$ cat config.mk
export PLATFORM = sky130hd
export DESIGN_NAME = rbus_uart_rx_core
export DESIGN_NICKNAME = d
export VERILOG_FILES = /design/src/rtl/rbus_uart_pkg.sv /design/src/rtl/rbus_uart_rx_fifo.sv /design/src/rtl/rbus_uart_rx_core.sv
export SDC_FILE = /design/constraint.sdc
export NUM_CORES = 1
export LEC_CHECK = 0
export ABC_AREA = 1
export BUFFER_PORTS_ARGS = -buffer_cell sky130_fd_sc_hd__buf_2
export CELL_PAD_IN_SITES_DETAIL_PLACEMENT = 0
export CELL_PAD_IN_SITES_GLOBAL_PLACEMENT = 1
export CORE_MARGIN = 2
export CORE_UTILIZATION = 41
export DETAILED_ROUTE_END_ITERATION = 16
export GPL_TIMING_DRIVEN = 0
export PLACE_DENSITY = 0.79
export SLEW_MARGIN = 20
export SYNTH_ARGS = -nofsm -noshare
export SYNTH_HDL_FRONTEND = slang
export SYNTH_SLANG_ARGS = --single-unit
export TNS_END_PERCENT = 10
$ cat constraint.sdc
create_clock -name clk -period 2.5 [get_ports clk]
set_input_delay 0.375 -clock clk [delete_from_list [all_inputs] [get_ports clk]]
set_output_delay 0.375 -clock clk [all_outputs]
set_load 0.005 [all_outputs]
$ cat src/rtl/rbus_uart_pkg.sv
// Shared definitions for the rbus UART cores: receive FSM encoding and bit-timing defaults.
package rbus_uart_pkg;

  typedef enum logic [2:0] {
    ST_WAIT_HIGH = 3'd0,
    ST_IDLE      = 3'd1,
    ST_START     = 3'd2,
    ST_DATA      = 3'd3,
    ST_STOP      = 3'd4
  } uart_state_e;

  localparam int unsigned CLK_DIV_DEFAULT = 868;

  // Timer reload that lands the first sample in the middle of the start bit.
  function automatic logic [15:0] half_bit_load(input int unsigned div);
    return 16'(div / 2 - 1);
  endfunction

  function automatic logic [15:0] full_bit_load(input int unsigned div);
    return 16'(div - 1);
  endfunction

endpackage

$ cat src/rtl/rbus_uart_rx_fifo.sv
// Synchronous first-word-fall-through byte FIFO; head byte is always visible on dout.
module rbus_uart_rx_fifo #(
  parameter int FIFO_AW = 4
) (
  input  logic       clk,
  input  logic       rst,
  input  logic       push,
  input  logic [7:0] din,
  input  logic       pop,
  output logic [7:0] dout,
  output logic       empty,
  output logic       full
);

  localparam int DEPTH = 1 << FIFO_AW;
  localparam int CW    = FIFO_AW + 1;

  logic [7:0]         mem_r [DEPTH];
  logic [FIFO_AW-1:0] wr_ptr_r;
  logic [FIFO_AW-1:0] rd_ptr_r;
  logic [CW-1:0]      count_r;
  logic               rd_en_s;
  logic               wr_en_s;

  assign empty = (count_r == CW'(0));
  assign full  = (count_r == CW'(DEPTH));
  assign dout  = mem_r[rd_ptr_r];

  // A pop frees the slot a same-cycle push needs, so a full FIFO still accepts it.
  assign rd_en_s = pop && !empty;
  assign wr_en_s = push && (!full || rd_en_s);

  // Storage, pointers and occupancy.
  always_ff @(posedge clk) begin
    if (rst) begin
      wr_ptr_r <= FIFO_AW'(0);
      rd_ptr_r <= FIFO_AW'(0);
      count_r  <= CW'(0);
      for (int i = 0; i < DEPTH; i++) begin
        mem_r[i] <= 8'h00;
      end
    end else begin
      if (wr_en_s) begin
        mem_r[wr_ptr_r] <= din;
        wr_ptr_r        <= wr_ptr_r + FIFO_AW'(1);
      end
      if (rd_en_s) begin
        rd_ptr_r <= rd_ptr_r + FIFO_AW'(1);
      end
      case ({wr_en_s, rd_en_s})
        2'b10:   count_r <= count_r + CW'(1);
        2'b01:   count_r <= count_r - CW'(1);
        default: count_r <= count_r;
      endcase
    end
  end

endmodule

$ cat src/rtl/rbus_uart_rx_core.sv
// UART 8N1 receiver: synchroniser, bit timer, deframing FSM and byte FIFO with
// a strobe/ack consumer interface plus overrun and framing-error pulses.
module rbus_uart_rx_core
  import rbus_uart_pkg::*;
#(
  parameter int CLK_DIV = CLK_DIV_DEFAULT,
  parameter int FIFO_AW = 4
) (
  input  logic       clk,
  input  logic       rst,
  input  logic       rxd,
  output logic       o_stb,
  output logic [7:0] o_data,
  input  logic       i_ack,
  output logic       o_ovr,
  output logic       o_ferr
);

  localparam logic [15:0] HALF_LOAD = half_bit_load(CLK_DIV);
  localparam logic [15:0] FULL_LOAD = full_bit_load(CLK_DIV);

  logic [1:0]  sync_r;
  logic        rxd_s;
  uart_state_e state_r;
  logic [15:0] timer_r;
  logic        tick_s;
  logic [2:0]  bit_cnt_r;
  logic [7:0]  shreg_r;
  logic        ferr_r;
  logic        ovr_r;
  logic        push_s;
  logic        pop_s;
  logic        fifo_empty_s;
  logic        fifo_full_s;

  assign rxd_s  = sync_r[1];
  assign tick_s = (timer_r == 16'd0);
  assign push_s = (state_r == ST_STOP) && tick_s && rxd_s;
  assign pop_s  = i_ack && !fifo_empty_s;
  assign o_stb  = !fifo_empty_s;
  assign o_ovr  = ovr_r;
  assign o_ferr = ferr_r;

  // Two-flop synchroniser for the asynchronous line, idle high.
  always_ff @(posedge clk) begin
    if (rst) begin
      sync_r <= 2'b11;
    end else begin
      sync_r <= {sync_r[0], rxd};
    end
  end

  // Deframing FSM with bit timer, shift register and framing-error pulse.
  always_ff @(posedge clk) begin
    if (rst) begin
      state_r   <= ST_WAIT_HIGH;
      timer_r   <= 16'd0;
      bit_cnt_r <= 3'd0;
      shreg_r   <= 8'h00;
      ferr_r    <= 1'b0;
    end else begin
      ferr_r <= 1'b0;
      case (state_r)
        ST_WAIT_HIGH: begin
          if (rxd_s) state_r <= ST_IDLE;
        end
        ST_IDLE: begin
          if (!rxd_s) begin
            state_r <= ST_START;
            timer_r <= HALF_LOAD;
          end
        end
        ST_START: begin
          if (tick_s) begin
            if (!rxd_s) begin
              state_r   <= ST_DATA;
              timer_r   <= FULL_LOAD;
              bit_cnt_r <= 3'd0;
            end else begin
              state_r <= ST_IDLE;
            end
          end else begin
            timer_r <= timer_r - 16'd1;
          end
        end
        ST_DATA: begin
          if (tick_s) begin
            shreg_r <= {rxd_s, shreg_r[7:1]};
            timer_r <= FULL_LOAD;
            if (bit_cnt_r == 3'd7) begin
              state_r <= ST_STOP;
            end else begin
              bit_cnt_r <= bit_cnt_r + 3'd1;
            end
          end else begin
            timer_r <= timer_r - 16'd1;
          end
        end
        ST_STOP: begin
          if (tick_s) begin
            if (rxd_s) begin
              state_r <= ST_IDLE;
            end else begin
              // A low stop bit may be a break; wait for the line to recover first.
              ferr_r  <= 1'b1;
              state_r <= ST_WAIT_HIGH;
            end
          end else begin
            timer_r <= timer_r - 16'd1;
          end
        end
        default: begin
          state_r <= ST_WAIT_HIGH;
        end
      endcase
    end
  end

  // Overrun pulse: completed byte found the FIFO full with no pop to make room.
  always_ff @(posedge clk) begin
    if (rst) begin
      ovr_r <= 1'b0;
    end else begin
      ovr_r <= push_s && fifo_full_s && !pop_s;
    end
  end

  rbus_uart_rx_fifo #(
    .FIFO_AW (FIFO_AW)
  ) u_fifo (
    .clk   (clk),
    .rst   (rst),
    .push  (push_s),
    .din   (shreg_r),
    .pop   (pop_s),
    .dout  (o_data),
    .empty (fifo_empty_s),
    .full  (fifo_full_s)
  );

endmodule

==> reports/qor.csv, run 1 <==
metric,value,unit
run status,"finished, final reports clean",
vias per std cell,5.21,
Overflow after GRT,0,
CORE AREA,0.0202,mm^2
synthesized-area fraction occupied by adder cells,0.0202,
fraction of layout cells with a size suffix above 1,0.130,
share of the synthesized area in the top cell type,0.455,
Root Driver,clkbuf_16,
Ys Warns,0,
"area leader, netlist",edfxtp_1,
crit start category,flip-flop,
Final WS setup,0.0282,ns
final WL,21.5,mm
dpl hpwl,15.1,mm
max-slew violation count,0,
FF-to-FF Start,timer_r[0]$_SDFFE_PP0P_,
count of final hold-check violations,0,
largest net degree at the start of global routing,18,
register bit total from synthesis,179,
Post-Syn Area,0.00844,mm^2
P_sw,3.59,mW
footprint of the multi-input gates,0.00322,mm^2
crit path buf inv count,3,
CP Class,reg2out,
Starting Density,0.417,
leakage,3.59,nW
"EDFF count, synth",128,
Clock Skew,0.00935,ns
Post-Syn Nets,912,
WP data required,2.12,ns
clk slew on worst S/H paths,0.07,ns
routed len/inst,17.8,um
simple-gate share of the synthesized area,0.188,
total internal power,6.05,mW
P&R area growth vs syn,13.8,%
Final ANT Viol Nets,0,
"commonest non-fill, non-tap cells in the layout","188 x nor2_1, 128 x edfxtp_1, 82 x nand2_1",
f_max,0.405,GHz
Mapped Cells,895,
Critical R2R Capture,u_fifo.mem_r[0][7]$_SDFFCE_PN0P_,
Worst path top cell family by delay,buffers and inverters,
mux cell area share after synthesis,0.0379,
CTS tree,built,
HP Start,rxd,
Synth cell types,35,
CP Cell Sequence,buf_6 -> buf_6 -> mux2i_2 -> o211ai_1 -> o211ai_1 -> nand2_1 -> buf_2,
r2r setup slk,0.13,ns
first-pass GRT wire length,33.8,mm
Worst Hold Path Cells,2,
Synth Area per Inst,9.43,um^2
Slowest Stage Delay on Critical Path,0.39,ns
placed cells,1178,
Util after Layout,0.475,
Non-Filler Instances,1208,
Synth Flop Type,edfxtp_1,
Die Wd,148,um
power share of the combinational group,0.338,
Remaining DRCs,0,
Synth Area in XOR/XNOR,0.00726,
# port buffers,13,
ranking of synthesized cells by area,"edfxtp_1 46%, dfxtp_1 12%, nor2_1 8.6%, o21ai_0 4.4%, nand2_1 4.1%",
"Data arrival, critical path",2.10,ns
sequential fraction of the synthesis area,0.576,
power share of the clock group,0.281,
Async SR Flop Fraction,0,
Die H,148,um
Iter 0 DRT Violations,638,
gpl congestion,0.940,
CP Capture Type,output pin,
Ports,15,
fin crit period,2.47,ns
diode count,0,
Rows,52,
Seq. cell area,0.00487,mm^2
Setup Buffers After CTS,0,
Final setup viols,0,
period utilisation layout,0.989,
worst rel slew slack,0.487,
Worst VDD drop,0.000599,V
vias in the first global route,6007,
worst r2r path cells,10,
router iterations before antenna repair,5,
Min-Delay Endpoint,sync_r[0]$_SDFF_PP1_,
"commonest non-fill, non-tap cell in the layout",nor2_1,
# hold bufs at CTS,0,
CP max stage cell,dfxtp_2,
worst slew pin tran,0.770,ns
Place WS,-0.186,ns
H-tree depth,4,
switching share of total power,0.372,
max cap viols,0,
Nets,942,
largest family of logic cells by synthesized area,simple AND/OR/NAND/NOR gates,
fillcell total,1918,
GRT Total Usage,0.206,
Worst Hold Class,in2reg,
clk sinks,179,
sequential share of power,0.381,
DIE AREA,0.0218,mm^2
RSZ-0062 raised after global routing,true,
PD cells,1000,mW/mm^2
TNS Setup,0,ns
Compound-Gate Fraction of Synth Area,0.112,
CTS Buffer Depth,2,
Clock Latency Late Sink,0.44,ns
crit-path max FO,10,
initial antenna violation count,0,
routed via count,6295,
number of buffers created by CTS,17,
## area by class of cell
| class | instances | share of cell area |
|---|---|---|
| repair buffers | 13 | 0.00677 |
| well taps | 270 | 0.0352 |
| flip-flops and latches | 179 | 0.507 |
| clock inverters | 15 | 0.0175 |
| multi-input cells | 587 | 0.335 |
| clock buffers | 17 | 0.0443 |
| inverters | 90 | 0.0352 |
| plain buffers | 37 | 0.0197 |
## synthesized netlist by cell type (2+ instances only)
cell / number
xnor2_1: 3
nor2_2: 4
mux2i_1: 32
buf_2: 4
a21oi_1: 60
nor2_1: 194
or2_2: 2
edfxtp_1: 128
inv_1: 82
nor2_4: 3
nor4_1: 2
nor3_1: 9
nand2_4: 4
ha_1: 12
a211oi_1: 2
nand4_1: 8
dfxtp_1: 51
buf_4: 2
nand2_2: 13
o21ai_0: 75
clkinv_1: 8
nand3_1: 27
clkbuf_1: 32
nand2_1: 93
xor2_1: 4
o211ai_1: 32
## through the flow
stage / instance area [um^2] / hold WS [ns] / total power [mW]
after detailed placement: 8850 / 0.396 / 6.74
final: 9610 / 0.109 / 9.64
after global routing: 9610 / 0.112 / 10.2
after floorplan: 8440 / 0.389 / 5.82
after global placement: 8850 / 0.394 / 6.72
after CTS: 9520 / 0.103 / 9.55
## repair_timing
| action | in CTS | in global routing |
|---|---|---|
| endpoints found under the hold margin | 0 | 0 |
| pin swaps | 1 | 3 |
| gates resized for setup | 32 | 31 |
| setup endpoints to repair | 97 | 138 |
## registers in the layout (all words and copies together), names as in the netlist, named ones only
name             cells
u_fifo.mem_r       128
timer_r             16
shreg_r              8
u_fifo.count_r       5
u_fifo.rd_ptr_r      4
u_fifo.wr_ptr_r      4
bit_cnt_r            3
state_r              3
sync_r               2
o_ferr               1
o_ovr                1
## per-layer routing
layer  up-vias  global-route usage  wire length, um
met3        30              0.0417             1520
met4         0              0.0659              391
met2       214               0.326             9960
met1      2964               0.285             9640
met5         -                   0                0
li1       3087                   -                -
## logic make-up after synthesis
family                   count (synthesis)
multiplexers                            32
buffers and inverters                  129
AO/OA/AOI/OAI                          171
AND/OR/NAND/NOR                        364
XOR/XNOR                                 7
adder cells (fa/ha/maj)                 13
flip-flops                             179
## power groups by stage
stage          Clock [mW]  Combinational (mW)  Sequential [mW]
2_1_floorplan           0                2.19             3.64
3_3_place_gp            0                3.04             3.68
3_5_place_dp            0                3.05             3.69
4_1_cts              2.74                3.16             3.65
5_1_grt              2.85                3.62             3.71
6_report             2.71                3.25             3.67
## worst max path at each step
stage | startpoint | to | cells after the start
after floorplan | timer_r[0]$_SDFFE_PP0P_ | u_fifo.count_r[4]$_SDFFE_PP0P_ | 18
after global placement | timer_r[1]$_SDFFE_PP0P_ | u_fifo.count_r[4]$_SDFFE_PP0P_ | 18
after detailed placement | timer_r[0]$_SDFFE_PP0P_ | u_fifo.count_r[4]$_SDFFE_PP0P_ | 18
after CTS | timer_r[0]$_SDFFE_PP0P_ | u_fifo.mem_r[13][7]$_SDFFCE_PN0P_ | 10
after global routing | flip-flop | o_data[6] | 6
final | flip-flop | o_data[3] | 7
No activity file was read; power rests on OpenSTA's default activity.
==> run 2: changes to the inputs <==
--- a/config.mk
+++ b/config.mk
@@ -5,7 +5,7 @@
 export SDC_FILE = /design/constraint.sdc
 export NUM_CORES = 1
 export LEC_CHECK = 0
-export ABC_AREA = 1
+export ABC_AREA = 0
 export BUFFER_PORTS_ARGS = -buffer_cell sky130_fd_sc_hd__buf_2
 export CELL_PAD_IN_SITES_DETAIL_PLACEMENT = 0
 export CELL_PAD_IN_SITES_GLOBAL_PLACEMENT = 1
@@ -13,8 +13,8 @@
 export CORE_UTILIZATION = 41
 export DETAILED_ROUTE_END_ITERATION = 16
 export GPL_TIMING_DRIVEN = 0
-export PLACE_DENSITY = 0.79
-export SLEW_MARGIN = 20
+export PLACE_DENSITY = 0.76
+export SLEW_MARGIN = 0
 export SYNTH_ARGS = -nofsm -noshare
 export SYNTH_HDL_FRONTEND = slang
 export SYNTH_SLANG_ARGS = --single-unit
==> constraint.sdc (replaced) <==
create_clock -name clk -period 2.4 [get_ports clk]
set_input_delay 0.36 -clock clk [delete_from_list [all_inputs] [get_ports clk]]
set_output_delay 0.36 -clock clk [all_outputs]
set_load 0.005 [all_outputs]
==> run 2 against run 1 <==
The flow now finishes with violations (setup timing). Via count is 15% lower. Core utilization rose by 2.7 points. Highest routed layer unchanged. Wire length decreased by 11%. Register-to-register slack got worse by 0.34 ns. Critical path type is now reg2reg. Critical endpoint is now u_fifo.count_r[4]$_SDFFE_PP0P_.
==> reports/qor.csv, run 2 <==
metric,value,unit
Worst Hold Class,in2reg,
Ports,15,
worst rel slew slack,0.504,
crit start category,flip-flop,
Reg with most FFs,u_fifo.mem_r,
Die Wd,148,um
register bit total from synthesis,179,
Mapped Cells,645,
CP Capture Type,flip-flop,
vias per std cell,5.42,
share of the synthesized area in the top cell type,0.455,
CTS tree,built,
max cap viols,0,
PD cells,669,mW/mm^2
# port buffers,14,
"commonest non-fill, non-tap cells in the layout","129 x and2_1, 128 x edfxtp_1, 41 x dfxtp_1",
Final WS setup,-0.206,ns
Post-Syn Area,0.00846,mm^2
Final setup viols,30,
Synth Flop Type,edfxtp_1,
synthesized-area fraction occupied by adder cells,0.0201,
leakage,3.67,nW
Worst VDD drop,0.000544,V
RSZ-0062 raised after global routing,true,
Synth cell types,53,
Final ANT Viol Nets,0,
vias in the first global route,5537,
count of final hold-check violations,0,
Die H,148,um
ranking of synthesized cells by area,"edfxtp_1 45%, dfxtp_1 12%, mux4_2 11%, and2_1 9.6%, ha_1 1.8%",
Post-Syn Nets,662,
simple-gate share of the synthesized area,0.204,
"count leader, synth",and2_1,
"Data arrival, critical path",2.92,ns
Async SR Flop Fraction,0,
clk sinks,179,
sequential fraction of the synthesis area,0.575,
Overflow after GRT,0,
fraction of layout cells with a size suffix above 1,0.289,
placed cells,929,
"EDFF count, synth",128,
max reg flops,128,
P&R area growth vs syn,20.1,%
final WL,19.2,mm
crit-path max FO,5,
Synth Area per Inst,13.1,um^2
CTS Buffer Depth,2,
run status,finished with violations,
Clock Latency Late Sink,0.43,ns
Post-synth top cells,"130 x and2_1, 128 x edfxtp_1, 51 x dfxtp_1",
fin crit period,2.61,ns
routed via count,5381,
top flop regs,"u_fifo.mem_r (128), timer_r (16), shreg_r (8)",
Root Driver,clkbuf_16,
worst slew pin tran,0.744,ns
Iter 0 DRT Violations,473,
initial antenna violation count,0,
Remaining DRCs,0,
gpl congestion,0.877,
CORE AREA,0.0202,mm^2
Nets,726,
Compound-Gate Fraction of Synth Area,0.0463,
"area leader, netlist",edfxtp_1,
clk slew on worst S/H paths,0.07,ns
Non-Filler Instances,992,
HP Start,rxd,
largest net degree at the start of global routing,19,
diode count,0,
WP data required,2.72,ns
CP Class,reg2reg,
# hold bufs at CTS,0,
mux cell area share after synthesis,0.120,
CP startpoint,u_fifo.count_r[1]$_SDFFE_PP0P_,
violated checks,setup timing,
max-slew violation count,0,
dpl hpwl,13.4,mm
Rows,52,
largest family of logic cells by synthesized area,simple AND/OR/NAND/NOR gates,
routed len/inst,19.4,um
H-tree depth,4,
period utilisation layout,1.09,
router iterations before antenna repair,5,
first-pass GRT wire length,30.2,mm
DIE AREA,0.0218,mm^2
Clock Skew,0.0113,ns
hold slack final,0.114,ns
Ys Warns,0,
"commonest non-fill, non-tap cell in the layout",and2_1,
f_max,0.384,GHz
Synth Area in XOR/XNOR,0.0135,
GRT Total Usage,0.184,
number of buffers created by CTS,17,
FF-to-FF Start,u_fifo.count_r[1]$_SDFFE_PP0P_,
Starting Density,0.418,
[run 2: changes by cell type after synthesis, sizes merged, moves of 8 or more]
cell | before | now
mux4 | 0 | 40
or2 | 2 | 22
nor2 | 202 | 28
nand3 | 28 | 5
or3 | 0 | 11
clkbuf | 32 | 24
nor4 | 2 | 12
o211ai | 32 | 2
and2 | 0 | 130
a21oi | 60 | 21
mux2i | 32 | 10
nand2 | 110 | 20
o21ai | 75 | 20
inv | 82 | 9
[run 2: worst max-delay path, cell delays in order (launching register included)]
cell and delay (ns):
dfxtp_2 0.35, or4_4 0.52, o21a_4 0.21, o21ai_2 0.07, inv_2 0.09, fa_2 0.37, a21o_1 0.18, a21oi_2 0.16
o211ai_1 0.10, o31a_1 0.13, mux2_4 0.30
[run 2: per-stage QoR]
stage               cell area (um^2)  power (mW)  worst slack (ns)  TNS, ns  utilization
floorplan                       8530        3.93            -0.187    -1.59            -
global placement                8930        4.07            -0.902  -111.30        0.442
detailed placement              8930        4.09            -0.900  -119.01        0.442
CTS                             9930        6.82            -0.215    -7.57        0.491
global route                   10200        7.03            -0.307   -10.04        0.502
finish                         10200        6.80            -0.206    -2.07        0.502
[run 2: worst paths after layout]
check | end | slack (ns) | cells after the start
max | u_fifo.count_r[4]$_SDFFE_PP0P_ | -0.21 | 10
min | sync_r[0]$_SDFF_PP1_ | 0.11 | 2
max reg2reg | u_fifo.count_r[4]$_SDFFE_PP0P_ | -0.21 | 10
min reg2reg | sync_r[1]$_SDFF_PP1_ | 0.43 | 1
[run 2: cells by family after synthesis]
kind of cell	after synthesis
AOI/OAI and AO/OA	65
xor gates and xnor gates	13
adders and majority gates	13
buffers and inverters	44
DFF	179
muxes	51
and+or+nand+nor	280
[run 2: per-layer routing]
layer | part of all wire | vias up | global-route usage
met5 | 0 | - | 0
met2 | 0.49 | 149 | 0.303
met3 | 0.049 | 41 | 0.0435
met4 | 0.029 | 0 | 0.0726
li1 | - | 2532 | -
met1 | 0.43 | 2659 | 0.235
[run 2: final cells by class]
class	instances	area, um^2
buffer	31	213
timing repair buffer	48	384
multi-input combinational	422	3740
inverter	10	37.5
fill	1714	10100
clock buffer	17	425
sequential	179	4880
clock inverter	15	143
tap	270	338
[run 2: what timing repair did]
action,CTS,global route
resized for setup,76,29
pin swaps,23,10
cloned,0,1
setup endpoints to repair,283,214
buffers inserted,19,14
[run 2: where the power goes]
group	internal (mW)	switching [mW]	total, mW
registers	3.42	0.0701	3.49
logic	0.264	0.363	0.627
clock network	1.38	1.30	2.68
